==> config.mk <==
export PLATFORM = sky130hd
export DESIGN_NAME = seg_scan_scheduler
export DESIGN_NICKNAME = d
export VERILOG_FILES = /design/src/rtl/seg_scan_pkg.sv /design/src/rtl/seg_scan_scheduler_timer.sv /design/src/rtl/seg_scan_scheduler.sv
export SDC_FILE = /design/constraint.sdc
export NUM_CORES = 1
export LEC_CHECK = 0
export ABC_AREA = 1
export ABC_CLOCK_PERIOD_IN_PS = 4950
export CELL_PAD_IN_SITES_DETAIL_PLACEMENT = 1
export CELL_PAD_IN_SITES_GLOBAL_PLACEMENT = 2
export CORE_MARGIN = 2
export CORE_UTILIZATION = 32
export DETAILED_ROUTE_END_ITERATION = 10
export GPL_ROUTABILITY_DRIVEN = 0
export HOLD_SLACK_MARGIN = 0.03
export MAX_ROUTING_LAYER = met4
export PLACE_DENSITY_LB_ADDON = 0.1
export SLEW_MARGIN = 20
export SYNTH_ARGS = -nofsm -noshare
export SYNTH_HDL_FRONTEND = slang
export SYNTH_SLANG_ARGS = --single-unit
==> constraint.sdc <==
create_clock -name clk -period 4.95 [get_ports clk]
set_clock_uncertainty 0.15 [all_clocks]
set_input_delay 1.485 -clock clk [delete_from_list [all_inputs] [get_ports clk]]
set_output_delay 1.485 -clock clk [all_outputs]
set_load 0.02 [all_outputs]
==> src/rtl/seg_scan_pkg.sv <==
// Shared types and constants for the 8-digit 7-segment scan scheduler.
package seg_scan_pkg;
  typedef enum logic [1:0] {IDLE, BLANK, DRIVE} state_t;
  localparam int NUM_DIGITS = 8;
  localparam int SEG_W = 7;
  localparam logic [NUM_DIGITS-1:0] ANODE_OFF = 8'hFF;
endpackage

==> src/rtl/seg_scan_scheduler_timer.sv <==
// Down-counting slot timer: load sets the count, tc is high while the count is zero.
// Latency: tc follows a load by one cycle; the count holds at zero rather than wrapping.
module scan_timer #(
  parameter int W = 1
) (
  input  logic         clk,
  input  logic         reset_n,
  input  logic         load,
  input  logic [W-1:0] load_val,
  output logic         tc
);
  logic [W-1:0] count;

  always_ff @(posedge clk or negedge reset_n) begin
    if (!reset_n) begin
      count <= '0;
    end else if (load) begin
      count <= load_val;
    end else if (count != '0) begin
      count <= count - 1'b1;
    end
  end

  assign tc = (count == '0);
endmodule

==> src/rtl/seg_scan_scheduler.sv <==
// Multiplexed 8-digit display scanner: blank gap then drive window per digit, frame-latched patterns.
// Outputs are registered from the current state (one cycle behind it); there is no backpressure.
module seg_scan_scheduler
  import seg_scan_pkg::*;
#(
  parameter int DRIVE_CYC = 50000,
  parameter int BLANK_CYC = 64
) (
  input  logic                        clk,
  input  logic                        reset_n,
  input  logic                        enable,
  input  logic [NUM_DIGITS*SEG_W-1:0] seg_data,
  input  logic [NUM_DIGITS-1:0]       digit_en,
  output logic [SEG_W-1:0]            segment,
  output logic [NUM_DIGITS-1:0]       anode_ctrl,
  output logic                        frame_tick
);
  localparam int MAX_CYC = (DRIVE_CYC > BLANK_CYC) ? DRIVE_CYC : BLANK_CYC;
  localparam int TW = (MAX_CYC > 1) ? $clog2(MAX_CYC) : 1;
  localparam logic [TW-1:0] DRIVE_LOAD = TW'(DRIVE_CYC - 1);
  localparam logic [TW-1:0] BLANK_LOAD = TW'(BLANK_CYC - 1);

  state_t                        state;
  logic [2:0]                    idx;
  logic [NUM_DIGITS*SEG_W-1:0]   shadow;
  logic                          load;
  logic [TW-1:0]                 load_val;
  logic                          tc;
  logic                          lit;

  scan_timer #(.W(TW)) u_timer (
    .clk      (clk),
    .reset_n  (reset_n),
    .load     (load),
    .load_val (load_val),
    .tc       (tc)
  );

  // Timer is reloaded on every slot boundary and forced to zero whenever the scan is off.
  always_comb begin
    load     = 1'b0;
    load_val = '0;
    case (state)
      IDLE: begin
        load     = 1'b1;
        load_val = enable ? BLANK_LOAD : '0;
      end
      BLANK: begin
        if (!enable) begin
          load = 1'b1;
        end else if (tc) begin
          load     = 1'b1;
          load_val = DRIVE_LOAD;
        end
      end
      DRIVE: begin
        if (!enable) begin
          load = 1'b1;
        end else if (tc) begin
          load     = 1'b1;
          load_val = BLANK_LOAD;
        end
      end
      default: load = 1'b1;
    endcase
  end

  assign lit = (state == DRIVE) && digit_en[idx];

  always_ff @(posedge clk or negedge reset_n) begin
    if (!reset_n) begin
      state      <= IDLE;
      idx        <= 3'd0;
      shadow     <= '0;
      segment    <= '0;
      anode_ctrl <= ANODE_OFF;
      frame_tick <= 1'b0;
    end else begin
      segment    <= lit ? shadow[idx*SEG_W +: SEG_W] : '0;
      anode_ctrl <= lit ? ~(NUM_DIGITS'(1) << idx) : ANODE_OFF;
      frame_tick <= enable && (state == DRIVE) && (idx == 3'(NUM_DIGITS - 1)) && tc;
      case (state)
        IDLE: begin
          if (enable) begin
            state  <= BLANK;
            idx    <= 3'd0;
            shadow <= seg_data;
          end
        end
        BLANK: begin
          if (!enable) begin
            state <= IDLE;
          end else if (tc) begin
            state <= DRIVE;
          end
        end
        DRIVE: begin
          if (!enable) begin
            state <= IDLE;
          end else if (tc) begin
            state <= BLANK;
            idx   <= idx + 3'd1;
            // New patterns are only latched at the frame boundary so a frame never tears.
            if (idx == 3'(NUM_DIGITS - 1)) begin
              shadow <= seg_data;
            end
          end
        end
        default: state <= IDLE;
      endcase
    end
  end
endmodule

; After elaboration in Yosys (flattened, before gate mapping)
; Index checks and enable logic that the tools add are counted.
[totals]
register_bits = 93
[classes]
n_mul = 1
eq_ne = 9
n_reduce_logical = 13
add_sub_neg = 2
order_cmp = 1
shift = 2
bitwise_logic = 1
n_mux = 30
[op_table]
columns = operator, n
row1 = two-way mux 56 bit, 4
row2 = case mux 56 bit (2 select lines), 1
row3 = two-way mux 16 bit, 4
row4 = variable part select 56 x 7 -> 7 bit, 1
row5 = case mux 16 bit (3 select lines), 1
row6 = two-way mux 6 bit, 3
row7 = zero test 16 bit, 1
row8 = nonzero test 16 bit, 1
row9 = subtractor 16 x 1 -> 16 bit (second input constant), 1
row10 = two-way mux 2 bit, 5
row11 = two-way mux 3 bit, 3
row12 = two-way mux 8 bit, 1
row13 = inverter 8 bit, 1
row14 = << shifter 1 x 3 -> 8 bit (first input constant), 1
row15 = two-way mux 7 bit, 1
row16 = multiplier 3 x 3 -> 6 bit (second input constant), 1
row17 = != test 2 bit (second input constant), 3
row18 = != test 3 bit (second input constant), 2
row19 = case mux 2 bit (3 select lines), 1
row20 = case mux 3 bit (2 select lines), 1
row21 = AND reduction 5 bit, 1
row22 = logical AND 1 bit, 4
row23 = less-than comparator 3 x 4 -> 1 bit (second input constant), 1
row24 = two-way mux 1 bit, 4
row25 = 11 further kinds, 12

; Logic depth before layout (Yosys ltp)
; Gate-level depths: netlist of run 1.
[depth]
word_depth = 5
depth_mapped = 13
depth_no_buf = 11

; By module
; Synthesis of run 1 repeated with hierarchy kept, for this count alone.
[hier_totals]
cells_unflattened = 637
hier_area_um2 = 5124.9
[by_module_without_submodules]
columns = mod, instances, cells_each, area_per_inst_um2, seq_area_each_um2
row1 = seg_scan_scheduler, 1, 470, 3940.0, 1936.9
row2 = scan_timer, 1, 167, 1184.9, 400.4

; Worst setup path after synthesis of run 1
; Ideal clock, no wire load.
[synth_timing]
path_type = input-to-reg
startpoint = in enable
endpoint = reg shadow[0]
required_ps = 4683
setup_time_ps = 117
stages = 6
setup_slack_ps = 2267
t_arrival_ps = 2416
path_buffers = 3
path_cell_list = or2_2 > buf_2 > clkbuf_1 > clkbuf_1 > nand3_1 > nand2_1
[synth_between]
elab_chain_cells = 2
word_cells_on_any_way = 3
cone_classes = eq/ne (2) / reduce/logical (1)
[synth_lines]
columns = item, line_no
row1 = "start, declared", seg_scan_scheduler.sv:11  ; input logic enable,
row2 = != test 2 bit (no source line), -
row3 = AND reduction 5 bit (no source line) *, -
row4 = "end signal, assigned", seg_scan_scheduler.sv:87  ; shadow <= seg_data;
row5 = "end signal, assigned", seg_scan_scheduler.sv:105  ; shadow <= seg_data;
row6 = "end, declared", seg_scan_scheduler.sv:25  ; logic [NUM_DIGITS*SEG_W-1:0] shadow;
; Every way passes the cells marked *; elsewhere a longest branch is shown, timed or not.
; A chain may end at the register's enable or synchronous reset.

; Final worst setup path of run 1
[layout_timing]
startpoint = in enable
endpoint = reg shadow[18]
; Same word-level chain as after synthesis.

==> results of run 1 <==
stage by stage:
step / utilization / power (W) / setup slack [ns] / cell area, um2
after floorplan: - / 0.002247 / 2.267 / 4588
after global placement: 0.3954 / 0.002523 / 1.190 / 5510
after detailed placement: 0.3954 / 0.002573 / 1.132 / 5510
after CTS: 0.4199 / 0.003390 / 1.485 / 5851
after global routing: 0.4199 / 0.003644 / 1.261 / 5851
final: 0.4199 / 0.003338 / 1.487 / 5851
metal layers:
layer	wire [um]	GRT usage	up-vias
met4	174	0.05682	0
met3	311	0.02335	11
met5	0	-	-
met1	6219	0.2402	1934
met2	6407	0.3152	57
li1	-	-	1946
area by class of cell:
type	instances	share of cell area
sequential	93	0.3995
multi-input combinational	412	0.3409
timing repair buffer	90	0.1501
clock buffer	10	0.03914
tap	180	0.03849
clock inverter	6	0.01903
inverter	20	0.01283
power breakdown:
part | switching, W | internal (W) | total (W)
Clock | 0.000309 | 0.000494 | 0.000803
Combinational | 0.000844 | 0.000459 | 0.00130
Sequential | 0.000181 | 0.00105 | 0.00123
sequential cells by signal, indices dropped and copies added, names as in the netlist:
name           flops
shadow            56
u_timer.count     16
anode_ctrl         8
segment            7
idx                3
state              2
frame_tick         1
worst max-delay path by stage:
stage                     cells past startpoint                      to    from  slack (ns)
final                                         8  shadow[18]$_DFFE_PN0P_  enable        1.49
after global routing                          8  shadow[31]$_DFFE_PN0P_  enable        1.26
after CTS                                     8  shadow[31]$_DFFE_PN0P_  enable        1.49
after detailed placement                      8  shadow[31]$_DFFE_PN0P_  enable        1.13
after global placement                        8  shadow[31]$_DFFE_PN0P_  enable        1.19
after floorplan                               6   shadow[0]$_DFFE_PN0P_  enable        2.27
worst max-delay path: cells and delay by family:
family                 cells  cell delay, ns
and+or+nand+nor            4            0.45
AOI/OAI and AO/OA          1            0.51
buffers and inverters      3            1.13
cell usage in the layout, fill, tap and decap left out, types with 2 or more instances in the layout:
master and instances:
clkbuf_16 9, xnor2_1 3, a22oi_1 14, nand3_1 76, dfrtp_1 85, mux2i_1 7, nor3_1 3, ha_1 12
o21ai_0 11, inv_1 18, or2_2 2, bufinv_16 3, nor2_2 4, xor2_1 4, a21oi_1 33, buf_4 9
nor2_1 38, dfstp_2 8, clkdlybuf4s50_1 81, nand2_1 197
kinds of logic after synthesis:
group / after synthesis
AO/OA/AOI/OAI: 62
XOR/XNOR: 7
adder cells (fa/ha/maj): 12
buffers and inverters: 50
flip-flops: 93
multiplexers: 7
AND/OR/NAND/NOR: 324
==> results.yml, run 1 <==
timing:
  fmax_ghz: 0.2888
  setup_viol: 0
  finalMaxSlewViolations: 0
  maxSlewHeadroom: 0.5141
  setup-tns-final_ns: 0
  rsz0062_at_grt: "false"
  finalHoldViolCount: 0
  worstMarginPinSlew_ns: 0.7281
  fin_hold_ws_ns: 0.3208
  finalCriticalPeriod_ns: 3.463
  fin_crit_sh: 0.6996
synth:
  yosysMostFrequentCell: "nand2_1"
  synth_nets: 634
  netlist_area_um2: 4588
  yosys.area_share.simple: 0.2934
  synth_ff_type: "dfrtp_1"
  synth.distinct_cells: 31
  netlist_top_cells_area: "dfrtp_1 (46%), nand2_1 (16%), nand3_1 (8.3%), dfstp_2 (4.6%), a21oi_1 (3.6%)"
  synth_top_area_frac: 0.4636
  ys_ff_latch: 93
  synth-edff-count: 0
  synth_top_family_by_area: "simple AND/OR/NAND/NOR gates"
  yosys-top-cells-count: "nand2_1 (197), dfrtp_1 (85), nand3_1 (76)"
  synthXorXnorAreaFrac: 0.01336
  synthAdderAreaFrac: 0.03272
  synth_cells: 555
  synth_compound_area_frac: 0.07827
  yosysSeqAreaShare: 0.5094
  syn_avg_cell_area_um2: 8.267
  synth_mux_area_frac: 0.01527
  synth_top_area_cell: "dfrtp_1"
  ys_warn_count: 0
  async_reset_ff_frac: 1.000
global_routing:
  grt.total_usage: 0.1886
  grt_max_degree: 58
  grt_pass1_vias: 4236
  grt_first_pass_wirelength_um: 21490
  grt_antenna_before_repair: 0
  grt-ovfl-total: 0
floorplan:
  row_count: 43
  start_util: 0.3293
  io_pins: 83
  core_um2: 13930
  die_h_um: 123.7
  die_x_um: 123.7
  die_area_um2: 15310
drt:
  drt_iter0_drc: 164
  drc_errors: 0
  dr.pass1.iters: 5
  wl_per_cell_um: 16.17
  viasPerCell: 4.868
  drt-total-wl_um: 13110
  num_vias: 3948
  ant_nets: 0
worst_setup_path:
  crit_path_frequent_cell: "nand2_1"
  crit_path_end_kind: "register"
  r2r_start: "u_timer.count[0]$_DFFE_PN0P_"
  cp_slowest_cell: "clkdlybuf4s50_1"
  r2r_cells: 11
  crit_arrival_ns: 3.60
  r2r-end: "shadow[18]$_DFFE_PN0P_"
  crit_path_start_kind: "primary input"
  max_stage_delay_ns: 0.59
  path_max_fanout: 35
  crit_chain: "clkdlybuf4s50_1 > nand2_1 > inv_1 > nand2_1 > o21bai_4 > buf_4 > nand3_1 > nand2_1"
  critPathKind: "in -> reg"
  r2r_slack_ns: 2.36
  cp_data_required_time_ns: 5.09
placed_design:
  port-buffer-count: 82
  dp_hpwl_um: 8940
  placed_cells: 795
power:
  powerDensity_nw_per_um2: 570.6
  leakagePower_nw: 2.939
  ir_drop_mv: 0.1822
layout:
  nets: 705
  multiInputGateArea_um2: 1994
  nFillCells: 1657
  seq_area_um2: 2337
  diodes: 0
  final_cells: 811
  syn_to_final_growth_pct: 27.52
  drive_above_1_share: 0.06656
clocking:
  worstSkewPairLatency_ns: 0.35
  cts_tree: "done"
  hold_buffers: 0
  cts.sinks: 93
  htreeDepth: 3
  path_clk_slew_ns: 0.07
  cts_buffers: 9
  postCtsResizedCells: 0
  cts_setup_buffers: 0
  cts_root_buf: "clkbuf_16"
  cts_max_path_buffers: 2
min_path:
  min_to: "shadow[39]$_DFFE_PN0P_"
  worstHoldStart: "shadow[39]$_DFFE_PN0P_"
  whs_path_depth: 2
  hp-class: "reg -> reg"
run:
  max_cap_violations: 0
status:
  outcome: "finished clean"
Note: power is estimated with default switching activity, not from simulation.
==> run 2: changes to the inputs <==
ABC_CLOCK_PERIOD_IN_PS = 2900   (was 4950)
CORE_UTILIZATION = 28   (was 32)
clock period = 2.9 ns   (was 4.95 ns; I/O delays follow)
==> run 2 against run 1 <==
  * Critical path depth shrank 7
  * Clock power increased by 59%
  * Worst hold slack got worse by 0.035 ns
  * Clock-buffer cell count grew 1
  * Via count grew 0.66%
  * Combinational power is 78% higher
  * Final cell count rose by 5.1%
  * Global-route usage fell by 2.1 points
  * Utilization decreased by 4.6 points
==> results.yml, run 2 (synthesis gave the netlist of run 1 again) <==
status:
  outcome: "finished clean"
layout:
  largest_reg_flops: 56
  regMostFlops: "shadow"
  layout_commonest_cell: "nand2_1"
  final_cell_mix: "nand2_1 (197), dfrtp_1 (85), clkdlybuf4s50_1 (81), nand3_1 (76), nor2_1 (38)"
  diodes: 0
  reg_top3: "shadow x56, u_timer.count x16, anode_ctrl x8"
  nets: 710
  fin_util: 0.3739
  syn_to_final_growth_pct: 29.92
  drive_above_1_share: 0.07390
  nFillCells: 1912
  final_cells: 852
  fin_area_um2: 5961
floorplan:
  die_x_um: 132.0
  io_pins: 83
  die_area_um2: 17430
  die_h_um: 132.0
  row_count: 46
  core_um2: 15940
  start_util: 0.2878
global_routing:
  grt-ovfl-total: 0
  grt_first_pass_wirelength_um: 22740
  grt_max_degree: 57
  grt_pass1_vias: 4401
  grt_antenna_before_repair: 0
  grt.total_usage: 0.1681
power:
  p_sw_w: 0.002275
  leakagePower_nw: 2.979
  p_int_w: 0.003436
  power_frac_clock: 0.225
  switching_share: 0.3984
  ir_drop_mv: 0.4343
  pwr-share-seq: 0.369
  powerDensity_nw_per_um2: 958.1
  combPwrFrac: 0.407
worst_setup_path:
  cp_slowest_cell: "clkdlybuf4s50_1"
  critPathKind: "reg -> out"
  r2r-end: "shadow[25]$_DFFE_PN0P_"
  cp_data_required_time_ns: 1.88
  critical_path.top_delay_family: "buffers and inverters"
  path_buf_inv: 1
  crit_chain: "clkdlybuf4s50_1"
  r2r_cells: 12
  crit_path_start_kind: "register"
  path_max_fanout: 1
  max_stage_delay_ns: 0.59
  crit_path_end_kind: "primary output"
  crit_arrival_ns: 1.46
  r2r_start: "u_timer.count[0]$_DFFE_PN0P_"
  r2r_slack_ns: 0.74
clocking:
  postCtsResizedCells: 0
  cts_buffers: 9
  cts_root_buf: "clkbuf_16"
  hold_buffers: 0
  cts_setup_buffers: 0
  cts.sinks: 93
  htreeDepth: 3
  worstSkewPairLatency_ns: 0.34
  path_clk_slew_ns: 0.07
  cts_tree: "done"
  cts_max_path_buffers: 2
drt:
  met1_length_um: 6507
  drc_errors: 0
  met3_length_um: 426
  dr.pass1.iters: 4
  viasPerCell: 4.664
  num_vias: 3974
  drt-total-wl_um: 13440
  wl_per_cell_um: 15.77
  met2_length_um: 6383
  highest_layer: "met4"
  drt_iter0_drc: 162
  ant_nets: 0
timing:
  worstMarginPinSlew_ns: 0.3960
  finalHoldViolCount: 0
  finalMaxSlewViolations: 0
  fmax_ghz: 0.4033
  finalCriticalPeriod_ns: 2.479
  setup-tns-final_ns: 0
  maxSlewHeadroom: 0.7353
  setup_viol: 0
  rsz0062_at_grt: "false"
  fin_crit_sh: 0.8550
placed_design:
  port-buffer-count: 82
  placed_area_um2: 5643
  dp_hpwl_um: 9735
  placed_cells: 836
min_path:
  hp-class: "in -> async"
run:
  max_cap_violations: 0
==> run 2: layer usage <==
metal | vias to the layer above | GRT usage
met2 | 58 | 0.2758
met5 | - | -
met1 | 1953 | 0.2162
met3 | 7 | 0.03268
li1 | 1956 | -
met4 | 0 | 0.03623
==> run 2: worst max path at each step <==
stage	from	end	cells after the start
floorplan	enable	shadow[0]$_DFFE_PN0P_	6
global placement	enable	shadow[24]$_DFFE_PN0P_	9
detailed placement	enable	shadow[11]$_DFFE_PN0P_	8
CTS	anode_ctrl[4]$_DFF_PN1_	anode_ctrl[4]	1
global route	anode_ctrl[4]$_DFF_PN1_	anode_ctrl[4]	1
finish	anode_ctrl[4]$_DFF_PN1_	anode_ctrl[4]	1
==> run 2: power groups by stage <==
| stage | logic (W) | registers [W] | clock network (W) |
|---|---|---|---|
| floorplan | 0.00180 | 0.00203 | 0 |
| global placement | 0.00232 | 0.00212 | 0 |
| detailed placement | 0.00238 | 0.00212 | 0 |
| CTS | 0.00239 | 0.00211 | 0.00133 |
| global route | 0.00272 | 0.00217 | 0.00137 |
| finish | 0.00232 | 0.00210 | 0.00128 |
==> run 2: cell type report <==
cell class / count / area [um2] / area share
Tap cell: 216 / 270.3 / 0.04534
Sequential cell: 93 / 2337 / 0.3921
Clock inverter: 5 / 75.07 / 0.01259
Timing Repair Buffer: 95 / 965.9 / 0.1620
Multi-Input combinational cell: 412 / 1994 / 0.3346
Inverter: 20 / 75.07 / 0.01259
Clock buffer: 11 / 242.7 / 0.04072
==> run 2: per-stage QoR <==
stage | hold slack, ns | setup WS (ns) | total power, W
floorplan | 0.2922 | 0.8320 | 0.003836
global placement | 0.3045 | 0.2487 | 0.004441
detailed placement | 0.3090 | 0.2414 | 0.004502
CTS | 0.2963 | 0.3920 | 0.005824
global route | 0.2989 | 0.3868 | 0.006254
finish | 0.2862 | 0.4206 | 0.005711
